[config.mk]
export PLATFORM = sky130hd
export DESIGN_NAME = uart_send_flat
export DESIGN_NICKNAME = d
export VERILOG_FILES = /design/src/rtl/uart_pkg.sv /design/src/rtl/uart_send_if.sv /design/src/rtl/uart_baud_gen.sv /design/src/rtl/uart_send.sv /design/src/flat_wrapper.sv
export SDC_FILE = /design/constraint.sdc
export NUM_CORES = 1
export LEC_CHECK = 0
export BUFFER_PORTS_ARGS = -buffer_cell sky130_fd_sc_hd__buf_2
export CAP_MARGIN = 20
export CORE_ASPECT_RATIO = 0.7
export CORE_MARGIN = 2
export CORE_UTILIZATION = 40
export CTS_CLUSTER_SIZE = 12
export DETAILED_ROUTE_END_ITERATION = 10
export GPL_TIMING_DRIVEN = 0
export PLACE_DENSITY_LB_ADDON = 0.2
export SLEW_MARGIN = 5
export SYNTH_ARGS = -nofsm -noshare
export SYNTH_HDL_FRONTEND = slang
export SYNTH_HIERARCHICAL = 1
export SYNTH_SLANG_ARGS = --single-unit
[constraint.sdc]
create_clock -name clk -period 3.3 [get_ports clk]
set_input_delay 0.33 -clock clk [delete_from_list [all_inputs] [get_ports clk]]
set_output_delay 0.33 -clock clk [all_outputs]
set_load 0.01 [all_outputs]
[src/rtl/uart_pkg.sv]
// uart_pkg: shared UART baud select codes, divisor helper, FSM states and status constants
package uart_pkg;
  localparam logic [1:0] BPS_9600   = 2'b00;
  localparam logic [1:0] BPS_19200  = 2'b01;
  localparam logic [1:0] BPS_38400  = 2'b10;
  localparam logic [1:0] BPS_921600 = 2'b11;
  localparam logic FREE = 1'b0;
  localparam logic BUSY = 1'b1;
  typedef enum logic [2:0] {IDLE, START, DATA, PARITY, STOP} state_t;
  function automatic logic [12:0] bps_div(input int clk_hz, input logic [1:0] sel);
    int baud;
    baud = sel == BPS_9600 ? 9600 : sel == BPS_19200 ? 19200 : sel == BPS_38400 ? 38400 : 921600;
    return 13'(clk_hz / baud - 1);
  endfunction
endpackage

[src/rtl/uart_send_if.sv]
// uart_send_if: valid/ready byte handshake into the UART transmitter
interface uart_send_if;
  logic [7:0] tx_data;
  logic       tx_valid;
  logic       tx_ready;
  modport master (output tx_data, output tx_valid, input tx_ready);
  modport slave (input tx_data, input tx_valid, output tx_ready);
endinterface

[src/rtl/uart_baud_gen.sv]
// uart_baud_gen: bit-period counter pulsing bit_end every div+1 enabled cycles
module uart_baud_gen (
  input  logic        clk,
  input  logic        rst_n,
  input  logic        enable,
  input  logic [12:0] div,
  output logic        bit_end
);
  logic [12:0] cnt;
  assign bit_end = enable && cnt == div;
  // count 0..div while enabled, restart at each bit boundary, hold at 0 when disabled
  always_ff @(posedge clk or negedge rst_n)
    if (!rst_n) cnt <= '0;
    else cnt <= (!enable || bit_end) ? 13'd0 : cnt + 13'd1;
endmodule

[src/rtl/uart_send.sv]
// uart_send: UART transmitter, start + 8 data LSB first + stop; UART_SEND_PARITY_EN adds a parity bit
module uart_send
  import uart_pkg::*;
#(
  parameter int CLK_HZ     = 50_000_000,
  parameter int PARITY_ODD = 0
) (
  input  logic        clk,
  input  logic        rst_n,
  uart_send_if.slave  up,
  input  logic [1:0]  bps_set,
  output logic        tx,
  output logic        tx_done,
  output logic        tx_state
);
  state_t      state, state_nxt;
  logic [2:0]  idx, idx_nxt;
  logic [7:0]  data;
  logic [12:0] div;
  logic        tx_nxt, bit_end, accept;
  assign up.tx_ready = state == IDLE;
  assign tx_state = state == IDLE ? FREE : BUSY;
  assign accept = up.tx_valid && up.tx_ready;
  uart_baud_gen u_baud (
    .clk(clk),
    .rst_n(rst_n),
    .enable(state != IDLE),
    .div(div),
    .bit_end(bit_end)
  );
  // state, bit index and line register; byte and divisor captured only on accept
  always_ff @(posedge clk or negedge rst_n)
    if (!rst_n) begin
      state <= IDLE;
      idx <= '0;
      tx <= 1'b1;
      tx_done <= 1'b0;
      data <= '0;
      div <= '0;
    end else begin
      state <= state_nxt;
      idx <= idx_nxt;
      tx <= tx_nxt;
      tx_done <= state == STOP && bit_end;
      if (accept) begin
        data <= up.tx_data;
        div <= bps_div(CLK_HZ, bps_set);
      end
    end
  // next state and the line level of that next state, so tx is registered yet aligned
  always_comb begin
    state_nxt = state;
    idx_nxt = idx;
    case (state)
      IDLE:  if (accept) state_nxt = START;
      START: if (bit_end) state_nxt = DATA;
      DATA:  if (bit_end) begin
        idx_nxt = idx + 3'd1;
`ifdef UART_SEND_PARITY_EN
        if (idx == 3'd7) state_nxt = PARITY;
`else
        if (idx == 3'd7) state_nxt = STOP;
`endif
      end
`ifdef UART_SEND_PARITY_EN
      PARITY: if (bit_end) state_nxt = STOP;
`endif
      STOP:  if (bit_end) state_nxt = IDLE;
      default: state_nxt = IDLE;
    endcase
    tx_nxt = state_nxt == START ? 1'b0 :
             state_nxt == DATA ? data[idx_nxt] :
`ifdef UART_SEND_PARITY_EN
             state_nxt == PARITY ? (^data) ^ (PARITY_ODD != 0) :
`endif
             1'b1;
  end
endmodule

[src/flat_wrapper.sv]
// flat-port wrapper written by rule: the top's interface ports become plain ports
module uart_send_flat import uart_pkg::*;
#(
  parameter int CLK_HZ     = 50_000_000,
  parameter int PARITY_ODD = 0
)
  (clk, rst_n, bps_set, tx, tx_done, tx_state, up_tx_data, up_tx_valid, up_tx_ready);
  uart_send_if up_i ();
  input  logic clk;
  input  logic rst_n;
  input  logic [1:0] bps_set;
  output logic tx;
  output logic tx_done;
  output logic tx_state;
  input wire logic [$bits(up_i.tx_data)-1:0] up_tx_data;
  input wire logic [$bits(up_i.tx_valid)-1:0] up_tx_valid;
  output wire logic [$bits(up_i.tx_ready)-1:0] up_tx_ready;
  assign up_i.tx_data = up_tx_data;
  assign up_i.tx_valid = up_tx_valid;
  assign up_tx_ready = up_i.tx_ready;
  uart_send #(.CLK_HZ(CLK_HZ), .PARITY_ODD(PARITY_ODD)) u_core (.clk(clk), .rst_n(rst_n), .up(up_i), .bps_set(bps_set), .tx(tx), .tx_done(tx_done), .tx_state(tx_state));
endmodule
==> run summary, run 1 <==
outcome: finished, violations left
violated checks: setup timing
CP max FO: 8
DIE AREA: 0.01111 mm²
Global Route Usage Sum: 23.81%
Power, Total: 2.416 mW
area delta synth->final: 30.83%
fin crit share: 157.4%
via/cell ratio: 6.217
Slew HR: 30.84%
post-route ant nets: 0
Remaining Overflow, GRT: 0
Die W: 125.1 µm
Data arrival, critical path: 5.37 ns
EDFF count, synth: 0
final WL: 13.24 mm
H-tree levels: 2
largest net degree at the start of global routing: 39
maximum vdd drop: 0.2318 mV
endpoint class of the critical path: register
Max Freq: 0.1925 GHz
n_diodes: 0
Nets: 608
GP Congestion: 0.9620
DRC violations left: 0
Mapped Cells: 512
clk root buf: clkbuf_16
number of global-route vias before repair: 3,967
syn_area_per_cell: 8.023 µm²
TritonCTS buffer count: 5
DR iter-0 viols: 463
final number of max-transition violations: 0
die height: 88.79 µm
Min Hold Slack: 0.1557 ns
Ports: 17
Post-DP HPWL: 9.192 mm
Critical Path RT: 3.47 ns
worst skew pair latency: 0.29 ns
via count: 4,352
Worst Tran Pin Value: 1.027 ns
WL per Instance: 18.92 µm
top_reg_cell synth: dfrtp_1
Filler Cell Count: 894
ranking of synthesized cells by area: dfrtp_1 (23%), ha_1 (7.3%), nand2_1 (6.7%), xnor2_1 (5.5%), nor2_1 (3.6%)
CTS tree: yes
synthesized area: 0.004108 mm²
RSZ-0062 raised after global routing: true
row count: 30
Hold WC Path Type: in -> async
global-route wire length before repair: 21.02 mm
post-synthesis register bit count: 38
pwr dens: 449.5 mW/mm²
Yosys top cell area share: 22.54%
Initial Util: 41.77%
asr flop ratio synth: 100.0%
total number of yosys warnings: 6
Post-synth top cells: nand2_1 (73), nor2_1 (39), dfrtp_1 (37), xnor2_1 (26)
register area share after synthesis: 23.18%
initial antenna violation count: 0
Distinct cells, synth: 95
Net Count, Synth: 549
layout cells sized above 1: 29.90%
Max-Cap Viols: 0
Core ar.: 0.009834 mm²
clk_skew: 0.005429 ns
largest area contributor in the netlist: dfrtp_1
CP Class: in -> reg
DR pass1 iterations: 5
final hold vios: 0
Setup WS post-layout: -1.895 ns
PortBufs: 16
clock tree buffer depth: 2
leak pwr: 2.159 nW
count leader, synth: nand2_1
CTS clk-pin slew, worst paths: 0.06 ns
TritonCTS Sinks: 38
fin crit period: 5.195 ns
Critical Path Source Type: input port
Setup-failing EPs final: 5
## routing by layer
metal	part of all wire, %	track usage (%)	vias to the layer above	routed length, µm
met5	0	0	-	0
met4	2.0	7.071	0	267
met3	10	6.711	29	1360
met2	41	32.36	226	5417
met1	47	36.05	2080	6199
li1	-	-	2017	-
## layout make-up
class,instances,area (µm²),share of cell area [%]
clock inverters,3,40.04,0.7451
flip-flops and latches,38,952.2,17.72
well taps,128,160.2,2.980
multi-input cells,422,3379,62.89
clock buffers,5,125.1,2.328
repair buffers,56,417.9,7.776
plain buffers,27,178.9,3.329
inverters,21,120.1,2.235
## power breakdown
part           total (mW)  switching, mW  internal, mW
sequential          0.757          0.146         0.611
combinational        1.11          0.607         0.506
clock               0.546          0.193         0.354
## per-stage QoR
stage | instance area [µm²] | utilization, % | cells | TNS, ns | setup slack (ns)
global route | 5374 | 54.64 | 700 | -7.982 | -2.011
finish | 5374 | 54.64 | 700 | -7.257 | -1.895
CTS | 5154 | 52.40 | 688 | -6.780 | -1.780
detailed placement | 4576 | 46.53 | 656 | -11.40 | -2.741
global placement | 4576 | 46.53 | 656 | -11.26 | -2.732
floorplan | 4335 | - | 512 | -5.767 | -1.627
## repair_timing
| action | 4_1_cts | 5_1_grt |
|---|---|---|
| gates resized for setup | 42 | 28 |
| endpoints found under the setup margin | 6 | 6 |
| pin swaps | 31 | 29 |
| hold buffers | 0 | 0 |
| buffers inserted | 27 | 13 |
## cell usage in the layout, fill, tap and decap left out, drive strengths merged, types with 7 or more instances in the layout
master / Yosys / routed
a211oi: 8 / 8
a21oi: 26 / 26
a31oi: 7 / 7
buf: 15 / 69
clkbuf: 16 / 19
dfrtp: 37 / 37
ha: 24 / 24
inv: 20 / 20
mux2i: 7 / 7
nand2: 73 / 73
nand3: 19 / 19
nand4: 13 / 13
nor2: 40 / 40
nor3: 20 / 20
nor3b: 11 / 11
o211ai: 7 / 7
o21ai: 22 / 22
xnor2: 26 / 26
## flip-flops by register name (all words and copies together) (netlist names)
signal,cells
u_core/data,8
u_core/state,3
u_core/idx,3
u_core/tx,1
u_core/u_baud/cnt,13
u_core/tx_done,1
u_core/div,9
## kinds of logic (layout without fill, tap and decap cells)
family	after synthesis	in the layout	share of synthesized area, %
buffers and inverters	52	112	5.421
and+or+nand+nor	221	221	27.96
adders and majority gates	24	24	7.310
DFF	38	38	23.18
xor gates and xnor gates	28	28	5.970
muxes	11	11	3.076
AOI/OAI and AO/OA	138	138	27.08
## path summary, 6_finish.rpt
path,start,endpoint,slack [ns],depth (start not counted)
max in group asynchronous,rst_n,u_core/data[1]$_DFFE_PN0P_,2.61,1
hold / removal,rst_n,u_core/u_baud/cnt[9]$_DFF_PN0_,0.16,1
setup / recovery,bps_set[0],u_core/div[0]$_DFFE_PN0P_,-1.89,24
hold reg to reg,u_core/data[7]$_DFFE_PN0P_,u_core/data[7]$_DFFE_PN0P_,0.48,2
min in group clk,up_tx_data[5],u_core/data[5]$_DFFE_PN0P_,0.23,3
setup reg to reg,u_core/u_baud/cnt[6]$_DFF_PN0_,u_core/tx$_DFF_PN1_,0.16,11
## worst max-delay path: stages
cell and delay, ns:
buf_12 0.12, inv_8 0.06, ha_4 0.19, inv_4 0.05, clkbuf_16 0.14, ha_4 0.18
o41ai_4 0.41, o221a_2 0.28, o22ai_2 0.06, a311o_1 0.37, a211o_1 0.38, a211oi_2 0.36
or3_4 0.26, buf_4 0.14, o2111ai_4 0.15, or4_4 0.46, nand3_4 0.08, a21oi_4 0.06
and2_4 0.18, o31ai_4 0.33, o31ai_1 0.14, o21a_1 0.20, o21a_1 0.20, a32o_1 0.22
(Power assumes the default switching activity.)
==> inputs of run 2 (changes only) <==
--- a/config.mk
+++ b/config.mk
@@ -5,7 +5,7 @@
 export SDC_FILE = /design/constraint.sdc
 export NUM_CORES = 1
 export LEC_CHECK = 0
-export BUFFER_PORTS_ARGS = -buffer_cell sky130_fd_sc_hd__buf_2
+export BUFFER_PORTS_ARGS = -buffer_cell sky130_fd_sc_hd__clkbuf_2
 export CAP_MARGIN = 20
 export CORE_ASPECT_RATIO = 0.7
 export CORE_MARGIN = 2
@@ -13,6 +13,7 @@
 export CTS_CLUSTER_SIZE = 12
 export DETAILED_ROUTE_END_ITERATION = 10
 export GPL_TIMING_DRIVEN = 0
+export HOLD_SLACK_MARGIN = 0.12
 export PLACE_DENSITY_LB_ADDON = 0.2
 export SLEW_MARGIN = 5
 export SYNTH_ARGS = -nofsm -noshare
==> run 2 against run 1 <==
Count of clock-buffer cells in the layout increased by 2. Final cell count is 1.7% higher. Worst setup slack got worse by 0.045 ns. Register-to-register slack gained 0.08 ns. Wire length grew 0.29%. The flow still finishes with violations (setup timing).
==> run summary, run 2 (synthesis results as in run 1) <==
Die W: 125.1 µm
clock power share: 20.4%
initial antenna violation count: 0
pwr dens: 438.7 mW/mm²
Ports: 17
Max Freq: 0.1908 GHz
via count: 4,379
Nets: 620
RSZ-0062 raised after global routing: true
clk_skew: 0.005413 ns
Placement Setup Slack: -2.750 ns
Worst Tran Pin Value: 0.9387 ns
max reg flops: 13
largest net degree at the start of global routing: 39
Pint: 1.432 mW
Data arrival, critical path: 5.40 ns
die height: 88.79 µm
placed inst area: 0.004576 mm²
area delta synth->final: 31.37%
layout cells sized above 1: 30.14%
final number of max-transition violations: 0
Net Sw Frac: 39.52%
DR pass1 iterations: 4
register share of total power: 32.1%
H-tree levels: 2
clk root buf: clkbuf_16
Largest Register: u_core/u_baud/cnt
fin crit share: 158.8%
Setup-failing EPs final: 5
Core ar.: 0.009834 mm²
Final Cell Area: 0.005396 mm²
top flop regs: u_core/u_baud/cnt (13), u_core/div (9), u_core/data (8)
Remaining Overflow, GRT: 0
CTS Hold Bufs: 0
worst skew pair latency: 0.28 ns
global-route wire length before repair: 21.67 mm
most common cell after layout, fill and taps aside: nand2_1
clock tree buffer depth: 2
CP max FO: 5
PortBufs: 16
number of global-route vias before repair: 4,088
Hold WC Path Type: in -> async
Filler Cell Count: 911
leak pwr: 2.202 nW
Setup WS post-layout: -1.940 ns
via/cell ratio: 6.150
Global Route Usage Sum: 24.42%
Post-DP HPWL: 9.147 mm
final core occ: 54.87%
Power, Total: 2.367 mW
row count: 30
endpoint class of the critical path: register
post-route ant nets: 0
CP Class: in -> reg
placed cells: 656
setup TNS: -8.506 ns
GP Congestion: 0.9562
outcome: finished, violations left
Slew HR: 36.76%
TritonCTS buffer count: 5
Critical Path Source Type: input port
maximum vdd drop: 0.2165 mV
Max-Cap Viols: 0
WL per Instance: 18.65 µm
n_diodes: 0
Critical Path RT: 3.46 ns
most frequent cells in the layout: nand2_1 (72), buf_4 (47), nor2_1 (37), dfrtp_1 (37), xnor2_1 (25)
final hold vios: 0
DR iter-0 viols: 464
Min Hold Slack: 0.1828 ns
DRC violations left: 0
TritonCTS Sinks: 38
final cell count without fillers: 712
violated checks: setup timing
CTS clk-pin slew, worst paths: 0.06 ns
DIE AREA: 0.01111 mm²
Initial Util: 41.77%
final WL: 13.28 mm
Switch Pwr: 0.9355 mW
combinational power share: 47.5%
fin crit period: 5.240 ns
CTS tree: yes
-- run 2: final cells by class --
| type | instances | area [µm²] | area share [%] |
|---|---|---|---|
| buffer | 28 | 190.2 | 3.524 |
| sequential | 38 | 952.2 | 17.64 |
| inverter | 21 | 117.6 | 2.179 |
| clock inverter | 1 | 5.005 | 0.09274 |
| timing repair buffer | 67 | 515.5 | 9.553 |
| multi-input combinational | 422 | 3313 | 61.40 |
| tap | 128 | 160.2 | 2.968 |
| clock buffer | 7 | 142.6 | 2.643 |
-- run 2: power by group through the flow --
stage | clock network [mW] | registers, mW | logic [mW]
6_report | 0.483 | 0.760 | 1.12
5_1_grt | 0.516 | 0.777 | 1.22
4_1_cts | 0.494 | 0.759 | 1.07
3_5_place_dp | 0 | 0.765 | 0.930
3_3_place_gp | 0 | 0.761 | 0.918
2_1_floorplan | 0 | 0.723 | 0.752
-- run 2: routing by layer --
layer | vias up | global-route usage, % | part of all wire (%)
met5 | - | 0 | 0
met4 | 0 | 5.152 | 1.3
met3 | 22 | 6.348 | 8.6
met2 | 221 | 35.33 | 41
met1 | 2089 | 36.48 | 49
li1 | 2047 | - | -
-- run 2: repair_timing --
item                       4_1_cts  5_1_grt
resized for setup               44       11
setup buffers                   44        8
pin swaps                       40       16
setup endpoints to repair        6        6
-- run 2: final timing paths --
kind / end / cells past startpoint / slack, ns / start
worst max-delay path: u_core/div[0]$_DFFE_PN0P_ / 25 / -1.94 / bps_set[1]
worst min-delay path: u_core/u_baud/cnt[2]$_DFF_PN0_ / 1 / 0.18 / rst_n
worst max register to register: u_core/tx$_DFF_PN1_ / 10 / 0.24 / u_core/u_baud/cnt[2]$_DFF_PN0_
worst min register to register: u_core/data[7]$_DFFE_PN0P_ / 2 / 0.47 / u_core/data[7]$_DFFE_PN0P_
max in group asynchronous: u_core/data[2]$_DFFE_PN0P_ / 1 / 2.51 / rst_n
min in group clk: u_core/data[6]$_DFFE_PN0P_ / 3 / 0.24 / up_tx_data[6]
-- run 2: worst max-delay path: stages --
cell,delay (ns)
clkbuf_16,0.15
inv_16,0.06
ha_4,0.15
inv_4,0.04
clkbuf_16,0.15
ha_4,0.24
o41ai_4,0.39
o221a_2,0.29
o22ai_2,0.07
a311o_1,0.41
a211o_1,0.39
a211oi_2,0.26
or3_1,0.16
buf_6,0.13
a21oi_4,0.09
buf_4,0.15
nor2_1,0.21
nand3_2,0.16
and4b_4,0.27
and2_4,0.17
o31ai_4,0.37
o31ai_2,0.09
o21a_1,0.21
o21a_1,0.20
a32o_1,0.24
==> inputs of run 3 (changes only) <==
--- a/config.mk
+++ b/config.mk
@@ -5,13 +5,13 @@
 export SDC_FILE = /design/constraint.sdc
 export NUM_CORES = 1
 export LEC_CHECK = 0
-export BUFFER_PORTS_ARGS = -buffer_cell sky130_fd_sc_hd__clkbuf_2
 export CAP_MARGIN = 20
 export CORE_ASPECT_RATIO = 0.7
 export CORE_MARGIN = 2
 export CORE_UTILIZATION = 40
 export CTS_CLUSTER_SIZE = 12
 export DETAILED_ROUTE_END_ITERATION = 10
+export DONT_BUFFER_PORTS = 1
 export GPL_TIMING_DRIVEN = 0
 export HOLD_SLACK_MARGIN = 0.12
 export PLACE_DENSITY_LB_ADDON = 0.2
==> run 3 against run 2 <==
The run still ends with setup timing left. Cell area up 1.4%. Non-clock buffer count down 14. Largest cell class unchanged. Flip-flop and latch count unchanged. Clock skew down 0.0010 ns. Final cell count down 2.1%. Global-route usage down 0.20 points. Highest routed layer unchanged. Sequential share of layout area down 0.25 points.
==> run summary, run 3 (synthesis results as in run 1) <==
Initial Util: 41.77%
worst skew pair latency: 0.28 ns
DIE AREA: 0.01111 mm²
largest net degree at the start of global routing: 39
register area: 952.2 µm²
clk_skew: 0.004390 ns
CP startpoint: bps_set[0]
CTS tree: yes
placed inst area: 0.004496 mm²
Placement Setup Slack: -2.460 ns
DR pass1 iterations: 6
Filler Cell Count: 877
final WL: 13.81 mm
TritonCTS buffer count: 5
crit-path leading delay family: compound AO/OA/AOI/OAI gates
via/cell ratio: 6.319
final cell count without fillers: 697
outcome: finished, violations left
Largest Register: u_core/u_baud/cnt
Critical Path RT: 3.45 ns
Remaining Overflow, GRT: 0
Max Freq: 0.1919 GHz
H-tree levels: 2
n_diodes: 0
final number of max-transition violations: 0
CTS clk-pin slew, worst paths: 0.05 ns
final hold vios: 0
Die W: 125.1 µm
PortBufs: 0
layout cells sized above 1: 31.28%
post-route ant nets: 0
met3 wire len: 1.238 mm
via count: 4,404
Worst Tran Pin Value: 0.9990 ns
Nets: 606
Critical Path Source Type: input port
row count: 30
initial antenna violation count: 0
GP Congestion: 0.9609
number of global-route vias before repair: 4,108
CP Class: in -> reg
leak pwr: 2.154 nW
Data arrival, critical path: 5.36 ns
DR iter-0 viols: 461
Crit-path slowest cell: a2111o_1
Max-Cap Viols: 0
Final Cell Area: 0.005473 mm²
die height: 88.79 µm
violated checks: setup timing
Top Metal Used: met4
max reg flops: 13
WL per Instance: 19.81 µm
endpoint class of the critical path: register
Core ar.: 0.009834 mm²
fin crit period: 5.212 ns
placed cells: 640
Multi-input gate area: 0.003477 mm²
Setup-failing EPs final: 5
Hold WC Path Type: in -> reg
clk root buf: clkbuf_16
Ports: 17
Metal-1 WL: 6.423 mm
RSZ-0062 raised after global routing: true
top flop regs: u_core/u_baud/cnt (13), u_core/div (9), u_core/data (8)
Slew HR: 32.70%
WL met2: 5.954 mm
CP max FO: 5
Buf/Inv on CP: 6
most common cell after layout, fill and taps aside: nand2_1
Power, Total: 2.388 mW
Setup WS post-layout: -1.912 ns
most frequent cells in the layout: nand2_1 (69), buf_4 (47), dfrtp_1 (37)
Post-DP HPWL: 9.220 mm
clock tree buffer depth: 2
fin crit share: 157.9%
reg2reg start: u_core/u_baud/cnt[6]$_DFF_PN0_
Worst path max stage delay: 0.42 ns
global-route wire length before repair: 21.48 mm
pwr dens: 436.3 mW/mm²
TritonCTS Sinks: 38
HP Start: up_tx_data[7]
maximum vdd drop: 0.2546 mV
Global Route Usage Sum: 24.22%
DRC violations left: 0
most used cell along the critical path: a211oi_2
area delta synth->final: 33.23%
-- run 3: cell types whose count changed in the layout (fill, tap and decap cells not counted), moves of 3 or more --
| cell | before | now |
|---|---|---|
| nand2_1 | 72 | 69 |
| clkbuf_2 | 15 | 2 |
| a211oi_1 | 6 | 3 |
| a211oi_2 | 1 | 5 |
-- run 3: final timing paths --
kind                                                  end  slack [ns]  cells past startpoint
max reg2reg                           u_core/tx$_DFF_PN1_        0.17                     10
min reg2reg                    u_core/data[4]$_DFFE_PN0P_        0.47                      2
min                            u_core/data[7]$_DFFE_PN0P_        0.15                      2
min in group asynchronous  u_core/u_baud/cnt[4]$_DFF_PN0_        0.52                      2
max in group asynchronous             u_core/tx$_DFF_PN1_        2.52                      2
max                             u_core/div[1]$_DFFE_PN0P_       -1.91                     25
-- run 3: metrics by stage --
step | util [%] | TNS [ns] | hold slack [ns]
3_3_place_gp | 45.71 | -9.632 | 0.03532
3_5_place_dp | 45.71 | -9.997 | 0.03570
2_1_floorplan | - | -5.767 | 0.03441
5_1_grt | 55.65 | -8.117 | 0.1597
6_report | 55.65 | -7.492 | 0.1536
4_1_cts | 51.68 | -6.385 | 0.1465
-- run 3: repair_timing --
action                                 in CTS  in global routing
pin swaps                                  42                 40
setup endpoints to repair                   6                  6
buffers inserted                           29                 23
hold buffers                                2                  0
endpoints found under the hold margin      38                  0
gates resized for setup                    42                 43
gates cloned                                0                  0
-- run 3: power by group --
group	leakage (nW)	internal, mW	switching (mW)
Clock	0.0640	0.276	0.175
Combinational	1.61	0.542	0.631
Sequential	0.484	0.612	0.152
-- run 3: layer usage --
metal,up-vias,global-route usage (%)
met1,2118,35.04
li1,2022,-
met5,-,0
met4,0,5.758
met2,245,36.07
met3,19,6.530
-- run 3: layout make-up --
cell class | instances | area share [%]
flip-flops and latches | 38 | 17.40
multi-input cells | 422 | 63.53
clock buffers | 7 | 2.423
well taps | 128 | 2.926
repair buffers | 53 | 7.819
inverters | 21 | 2.469
plain buffers | 28 | 3.429
